### config.mk
export PLATFORM = sky130hd
export DESIGN_NAME = serial_subtractor_five_bits
export DESIGN_NICKNAME = d
export VERILOG_FILES = /design/src/rtl/serial_subtractor_five_bits_pkg.sv /design/src/rtl/serial_subtractor_five_bits_fsub.sv /design/src/rtl/serial_subtractor_five_bits.sv
export SDC_FILE = /design/constraint.sdc
export NUM_CORES = 1
export LEC_CHECK = 0
export CORE_AREA = 2 2 56 58
export CTS_BUF_LIST = sky130_fd_sc_hd__clkbuf_8
export DETAILED_ROUTE_END_ITERATION = 6
export DIE_AREA = 0 0 58 60
export PLACE_DENSITY = 0.77
export SLEW_MARGIN = 5
export SYNTH_ARGS = -nofsm -noshare
export SYNTH_HDL_FRONTEND = slang
export SYNTH_HIERARCHICAL = 1
export SYNTH_SLANG_ARGS = --single-unit
### constraint.sdc
create_clock -name clk -period 1.33 [get_ports clk]
set_input_delay 0.266 -clock clk [delete_from_list [all_inputs] [get_ports clk]]
set_output_delay 0.266 -clock clk [all_outputs]
set_load 0.02 [all_outputs]
### src/rtl/serial_subtractor_five_bits_pkg.sv
// Shared definitions for the bit-serial subtractor: FSM state encoding and the
// default operand width.
package serial_subtractor_five_bits_pkg;

    localparam int DEFAULT_WIDTH = 5;

    typedef enum logic [1:0] {
        IDLE = 2'd0,
        BUSY = 2'd1,
        DONE = 2'd2
    } stateT;

endpackage

### src/rtl/serial_subtractor_five_bits_fsub.sv
// One-bit full subtractor: d = a - b - bin, with the borrow out of this bit.
module full_subtractor_one_bit (
    input  logic a,
    input  logic b,
    input  logic bin,
    output logic d,
    output logic bout
);

    assign d    = a ^ b ^ bin;
    assign bout = (~a & b) | (~(a ^ b) & bin);

endmodule

### src/rtl/serial_subtractor_five_bits.sv
// Bit-serial subtractor computing diff = A - B - borrowIn, LSB first, one bit
// per clock, with a start/busy/done handshake and results held until the next completion.
module serial_subtractor_five_bits
    import serial_subtractor_five_bits_pkg::*;
#(
    parameter int WIDTH = DEFAULT_WIDTH
) (
    input  logic             clk,
    input  logic             reset,
    input  logic             start,
    input  logic [WIDTH-1:0] A,
    input  logic [WIDTH-1:0] B,
    input  logic             borrowIn,
    output logic [WIDTH-1:0] diff,
    output logic             borrowOut,
    output logic             overflow,
    output logic             busy,
    output logic             done
);

    localparam int CNT_W = $clog2(WIDTH);

    stateT            state;
    stateT            nextState;
    logic [WIDTH-1:0] opA;
    logic [WIDTH-1:0] opB;
    logic [WIDTH-1:0] resSr;
    logic [WIDTH-1:0] resNext;
    logic [CNT_W-1:0] cnt;
    logic             br;
    logic             aMsb;
    logic             bMsb;
    logic             bitD;
    logic             bitBout;
    logic             accept;
    logic             lastBit;

    full_subtractor_one_bit uBit (
        .a    (opA[0]),
        .b    (opB[0]),
        .bin  (br),
        .d    (bitD),
        .bout (bitBout)
    );

    assign accept  = (state != BUSY) && start;
    assign lastBit = (state == BUSY) && (cnt == CNT_W'(WIDTH - 1));
    assign resNext = {bitD, resSr[WIDTH-1:1]};
    assign busy    = (state == BUSY);
    assign done    = (state == DONE);

    always_ff @(posedge clk or posedge reset) begin
        if (reset) begin
            state <= IDLE;
        end else begin
            state <= nextState;
        end
    end

    always_comb begin
        nextState = state;
        case (state)
            IDLE:    if (start) nextState = BUSY;
            BUSY:    if (lastBit) nextState = DONE;
            DONE:    nextState = start ? BUSY : IDLE;
            default: nextState = IDLE;
        endcase
    end

    // Operand shifting, borrow chain and result capture
    always_ff @(posedge clk or posedge reset) begin
        if (reset) begin
            opA       <= '0;
            opB       <= '0;
            resSr     <= '0;
            cnt       <= '0;
            br        <= 1'b0;
            aMsb      <= 1'b0;
            bMsb      <= 1'b0;
            diff      <= '0;
            borrowOut <= 1'b0;
            overflow  <= 1'b0;
        end else if (accept) begin
            opA  <= A;
            opB  <= B;
            br   <= borrowIn;
            cnt  <= '0;
            aMsb <= A[WIDTH-1];
            bMsb <= B[WIDTH-1];
        end else if (state == BUSY) begin
            opA   <= opA >> 1;
            opB   <= opB >> 1;
            br    <= bitBout;
            resSr <= resNext;
            cnt   <= cnt + CNT_W'(1);
            if (lastBit) begin
                diff      <= resNext;
                borrowOut <= bitBout;
                // The shifted operands no longer hold their MSBs, hence the saved copies
                overflow  <= (aMsb != bMsb) && (bitD != aMsb);
            end
        end
    end

endmodule

==> results.toml, run 1 <==
[sta]
setup_viol = 3
final.period_utilization_pct = 109
hold_slack_ps = 316
min_period_ps = 1450
slew_viol_final = 0
finClkSkew_ps = 6.85
rsz0062_at_grt = "true"
worst_slack_ps = -122
hold_viol = 0
worst_slew_pin_slew_ps = 216
fmax_mhz = 689
slew_headroom_pct = 85.4

[drt]
drtAntennaViolNets = 0
drc = 0
drt-vias-per-instance = 5.01
wl_per_cell_um = 14.3
vias = 901
drtIter0Drc = 11
drt-total-wl_um = 2570
firstDrtPassIters = 4

[clock_tree]
cts_buffers = 5
postCtsHoldBufs = 0
clock_path_buffers = 2
root_buffer = "clkbuf_8"
cts_tree = "done"
clock_sinks = 29
cts_max_level = 2
clock_latency_ps = 280
cts.clk_slew.worst_paths_ps = 60

[pwr]
intPower_w = 0.00274
p_seq_share_pct = 37.1
switchingPower_w = 0.00151
clkPwrFrac_pct = 15.4
power.density_nw_per_um2 = 2380
p_leak_nw = 0.903
comb_power_share_pct = 47.5
p_sw_share_pct = 35.5
vdd_ir_drop_max_mv = 1.81

[worst_setup_path]
required_ps = 1490
critical_path_class = "register to register"
ff2ff_setup_slack_ps = -120
crit_path_end_kind = "register"
worstPathArrival_ps = 1610
timing.rr.end = "diff[4]"
rr_worst_depth = 4
setup.worst_path.start_class = "register"
r2r-start = "opB[0]"
crit_fanout = 4

[min_path]
hp-class = "input port to async pin"

[floorplan]
die_height_um = 60
dieArea_um2 = 3480
initial_core_util_pct = 45.8
fp.dieW_um = 58
coreArea_um2 = 2900
num_rows = 20
io_pins = 23

[synth]
synthArstFlopShare_pct = 100
synth_warnings = 6
synth_ff_type = "dfrtp_1"
ys_seq_area_share_pct = 54.6
synth_nets = 125
syn_inst = 108
syn-cell-area_um2 = 1330
synthDistinctLibCells = 23
synth_seq_cells = 29
syn_avg_cell_area_um2 = 12.3
synth-edff-count = 0

[placement]
dpl.hpwl_um = 1830
portBuffers = 22
globalplace.congestion = 0.682
dpl.cell_count = 170

[status]
run_status = "finished with violations"
violations = "setup timing"

[grt]
grt_pass1_vias = 921
grt-ovfl-total = 0
gr-usage-all-layers_pct = 17.7
antenna_found_initial = 0
grt_max_degree = 30
grt_pass1_wl_um = 4310

[run]
max-cap-violations = 0

[cells_and_area]
instances_no_fill = 180
syn_to_final_growth_pct = 34.4
drive_gt1_share_pct = 31.3
utilization_pct = 61.6
n_antenna_cell = 0
nNetsFinal = 163
layout_common_cells = "29 x dfrtp_1, 14 x nand2_1, 13 x clkdlybuf4s50_1, 13 x buf_4, 12 x mux2i_1"
layout_commonest_cell = "dfrtp_1"
how the worst max path moves through the flow:
stage / from / endpoint / slack [ps] / cells past startpoint
finish: opB[0] / diff[4] / -120 / 4
global placement: state[0] / done / -140 / 2
detailed placement: state[0] / done / -130 / 2
global route: opB[0] / diff[4] / -150 / 4
floorplan: br / overflow / 2 / 5
CTS: opB[0] / overflow / -100 / 5
cell type report:
cell class                 instances  area [µm²]
sequential                        29         726
clock buffer                       5        68.8
inverter                           8        30.0
fill                             239        1110
clock inverter                     3        11.3
tap                               33        41.3
timing repair buffer              37         340
multi-input combinational         65         571
layer usage:
layer / part of all wire, % / track usage, %
met1: 44 / 22.2
met2: 49 / 26.5
met3: 5.3 / 5.19
met4: 1.8 / 12.0
met5: 0 / 0
power groups by stage:
stage | Combinational (W) | Sequential [W] | Clock, W
after floorplan | 0.00110 | 0.00162 | 0
after global placement | 0.00173 | 0.00153 | 0
after detailed placement | 0.00181 | 0.00156 | 0
after CTS | 0.00178 | 0.00156 | 0.000673
after global routing | 0.00220 | 0.00163 | 0.000715
final | 0.00202 | 0.00158 | 0.000654
synth_stat cells (2+ instances only):
library cell / instances / area (µm²)
buf_6: 2 / 22.5
buf_2: 2 / 10.0
inv_1: 8 / 30.0
mux2i_1: 12 / 120
dfrtp_1: 29 / 726
nor2_1: 2 / 7.51
nand2_1: 14 / 52.6
ha_1: 2 / 25.0
mux2_4: 3 / 45.0
mux2_2: 10 / 113
o21ai_0: 11 / 55.1
buf_4: 2 / 15.0
worst max-delay path, stage by stage, from the launching register on:
cell     delay [ps]
dfrtp_1         390
inv_2            70
fa_2            480
buf_4           160
mux2_2          240
state kept, by name, indices dropped and copies added (netlist names):
name and flops:
diff 5, opA 5, opB 5, resSr 4, cnt 3, state 2
aMsb 1, bMsb 1, borrowOut 1, br 1, overflow 1
stage by stage:
stage                     total power, W  setup WS [ps]  setup TNS, ps  instance area, µm²
final                            0.00426           -122           -217                1790
after global routing             0.00454           -148           -352                1790
after CTS                        0.00401          -96.5           -113                1730
after detailed placement         0.00337           -134          -2040                1650
after global placement           0.00326           -138          -1330                1650
after floorplan                  0.00272           2.07              0                1330
logic make-up after synthesis:
| group | after synthesis | share of synthesized area [%] |
|---|---|---|
| AO/OA/AOI/OAI | 14 | 5.64 |
| adder cells (fa/ha/maj) | 3 | 3.39 |
| buffers and inverters | 14 | 5.83 |
| flip-flops | 29 | 54.6 |
| multiplexers | 25 | 20.9 |
| AND/OR/NAND/NOR | 23 | 9.69 |
repair_timing:
| action | CTS | global route |
|---|---|---|
| pin swaps | 2 | 3 |
| resized for setup | 20 | 12 |
| setup buffers | 0 | 2 |
| endpoints found under the setup margin | 17 | 14 |
(Power assumes the default switching activity.)
==> run 2: changes to the inputs <==
CORE_AREA = 10 10 64 66   (was 2 2 56 58)
DIE_AREA = 0 0 74 76   (was 0 0 58 60)
GPL_TIMING_DRIVEN = 0   (was not set)
SETUP_SLACK_MARGIN = 0.05   (was not set)
==> results.toml, run 2 (same netlist as run 1, synthesis figures left out) <==
[grt]
grt_max_degree = 30
grt-ovfl-total = 0
grt_pass1_vias = 934
gr-usage-all-layers_pct = 10.1
grt_pass1_wl_um = 4400
antenna_found_initial = 0

[worst_setup_path]
critical_path_class = "register to register"
slowest_delay_ps = 490
worstPathArrival_ps = 1620
rr_worst_depth = 4
setup.worst_path.start_class = "register"
required_ps = 1500
crit_slowest_cell = "fa_2"
crit_fanout = 3
ff2ff_setup_slack_ps = -130
crit_path_end_kind = "register"
crit_chain = "inv_2 -> fa_2 -> buf_4 -> mux2_2"

[sta]
slew_viol_final = 0
setup_viol = 6
min_period_ps = 1460
hold_slack_ps = 397
finalSetupTns_ps = -487
worst_slew_pin_slew_ps = 614
final.period_utilization_pct = 109
hold_viol = 0
rsz0062_at_grt = "true"
finClkSkew_ps = 5.57
worst_slack_ps = -125
fmax_mhz = 687
slew_headroom_pct = 58.9

[clock_tree]
cts.clk_slew.worst_paths_ps = 60
postCtsHoldBufs = 0
clock_latency_ps = 280
clock_sinks = 29
cts_tree = "done"
clock_path_buffers = 2
cts_buffers = 5
root_buffer = "clkbuf_8"
cts_max_level = 2

[cells_and_area]
layout_commonest_cell = "dfrtp_1"
seq_area_um2 = 726
n_fill_cell = 245
multi_input_area_um2 = 586
drive_gt1_share_pct = 33.3
top_regs = "diff: 5 flops, opA: 5 flops, opB: 5 flops"
instances_no_fill = 180
nNetsFinal = 163
n_antenna_cell = 0
layout_common_cells = "29 x dfrtp_1, 14 x nand2_1, 12 x mux2i_1, 12 x clkdlybuf4s50_1, 11 x buf_4"
syn_to_final_growth_pct = 36.9

[floorplan]
initial_core_util_pct = 45.4
die_height_um = 76
num_rows = 20
io_pins = 23
fp.dieW_um = 74
dieArea_um2 = 5620
coreArea_um2 = 2930

[drt]
drt-total-wl_um = 2970
wl_per_cell_um = 16.5
drt-vias-per-instance = 5.11
vias = 920
drtAntennaViolNets = 0
drc = 0
drtIter0Drc = 45
firstDrtPassIters = 4

[pwr]
intPower_w = 0.00293
p_sw_share_pct = 35.1
comb_power_share_pct = 47.5
power.density_nw_per_um2 = 2480
vdd_ir_drop_max_mv = 1.22
switchingPower_w = 0.00158
p_leak_nw = 0.909
clkPwrFrac_pct = 17.7
p_seq_share_pct = 34.9

[min_path]
hp-class = "input port to register"
whs_path_depth = 3

[placement]
dpl.hpwl_um = 1900
globalplace.congestion = 0.706
portBuffers = 21
dpl.cell_count = 162

[status]
violations = "setup timing"
run_status = "finished with violations"

[run]
max-cap-violations = 0
[run 2: power groups by stage]
stage          logic, W  registers [W]  clock network (W)
2_1_floorplan   0.00110        0.00162                  0
3_3_place_gp    0.00170        0.00153                  0
3_5_place_dp    0.00174        0.00156                  0
4_1_cts         0.00177        0.00155           0.000814
5_1_grt         0.00235        0.00163           0.000855
6_report        0.00214        0.00157           0.000797
[run 2: final cells by class]
cell class,instances,area share (%)
Sequential cell,29,39.9
Timing Repair Buffer,32,16.4
Buffer,4,1.92
Tap cell,33,2.27
Multi-Input combinational cell,66,32.2
Clock inverter,1,0.275
Clock buffer,7,5.29
Inverter,8,1.86
[run 2: metrics by stage]
step	utilization, %	setup slack [ps]	instance area [µm²]	power, W
floorplan	-	21.9	1330	0.00272
global placement	54.0	-443	1580	0.00323
detailed placement	54.0	-464	1580	0.00330
CTS	58.1	-157	1700	0.00413
global route	62.2	-169	1820	0.00483
finish	62.2	-125	1820	0.00451
[run 2: repair_timing]
item                       in CTS  in global routing
gates cloned                    0                  1
setup endpoints to repair      30                 15
buffers inserted                1                 10
pin swaps                       1                  3
gates resized for setup        26                 14
[run 2: critical path: cells and delay by family (launching register included)]
family | cells | cell delay (ps)
adder cells (fa/ha/maj) | 1 | 490
flip-flops | 1 | 380
multiplexers | 1 | 250
buffers and inverters | 2 | 210
[run 2: layer usage]
metal | share of wire, % | routed length, µm | vias up | track usage (%)
met4 | 2.2 | 65 | 0 | 5.60
met2 | 52 | 1550 | 16 | 15.3
met5 | 0 | 0 | - | 0
met1 | 40 | 1180 | 458 | 11.1
met3 | 5.9 | 175 | 6 | 4.95
li1 | - | - | 440 | -
[run 2: worst paths after layout]
check | start | endpoint
min reg2reg | opA[2] | opA[1]
max in group asynchronous | reset | opB[4]
min in group asynchronous | reset | state[0]
max | br | resSr[4]
min | start | cnt[2]
max reg2reg | br | resSr[4]
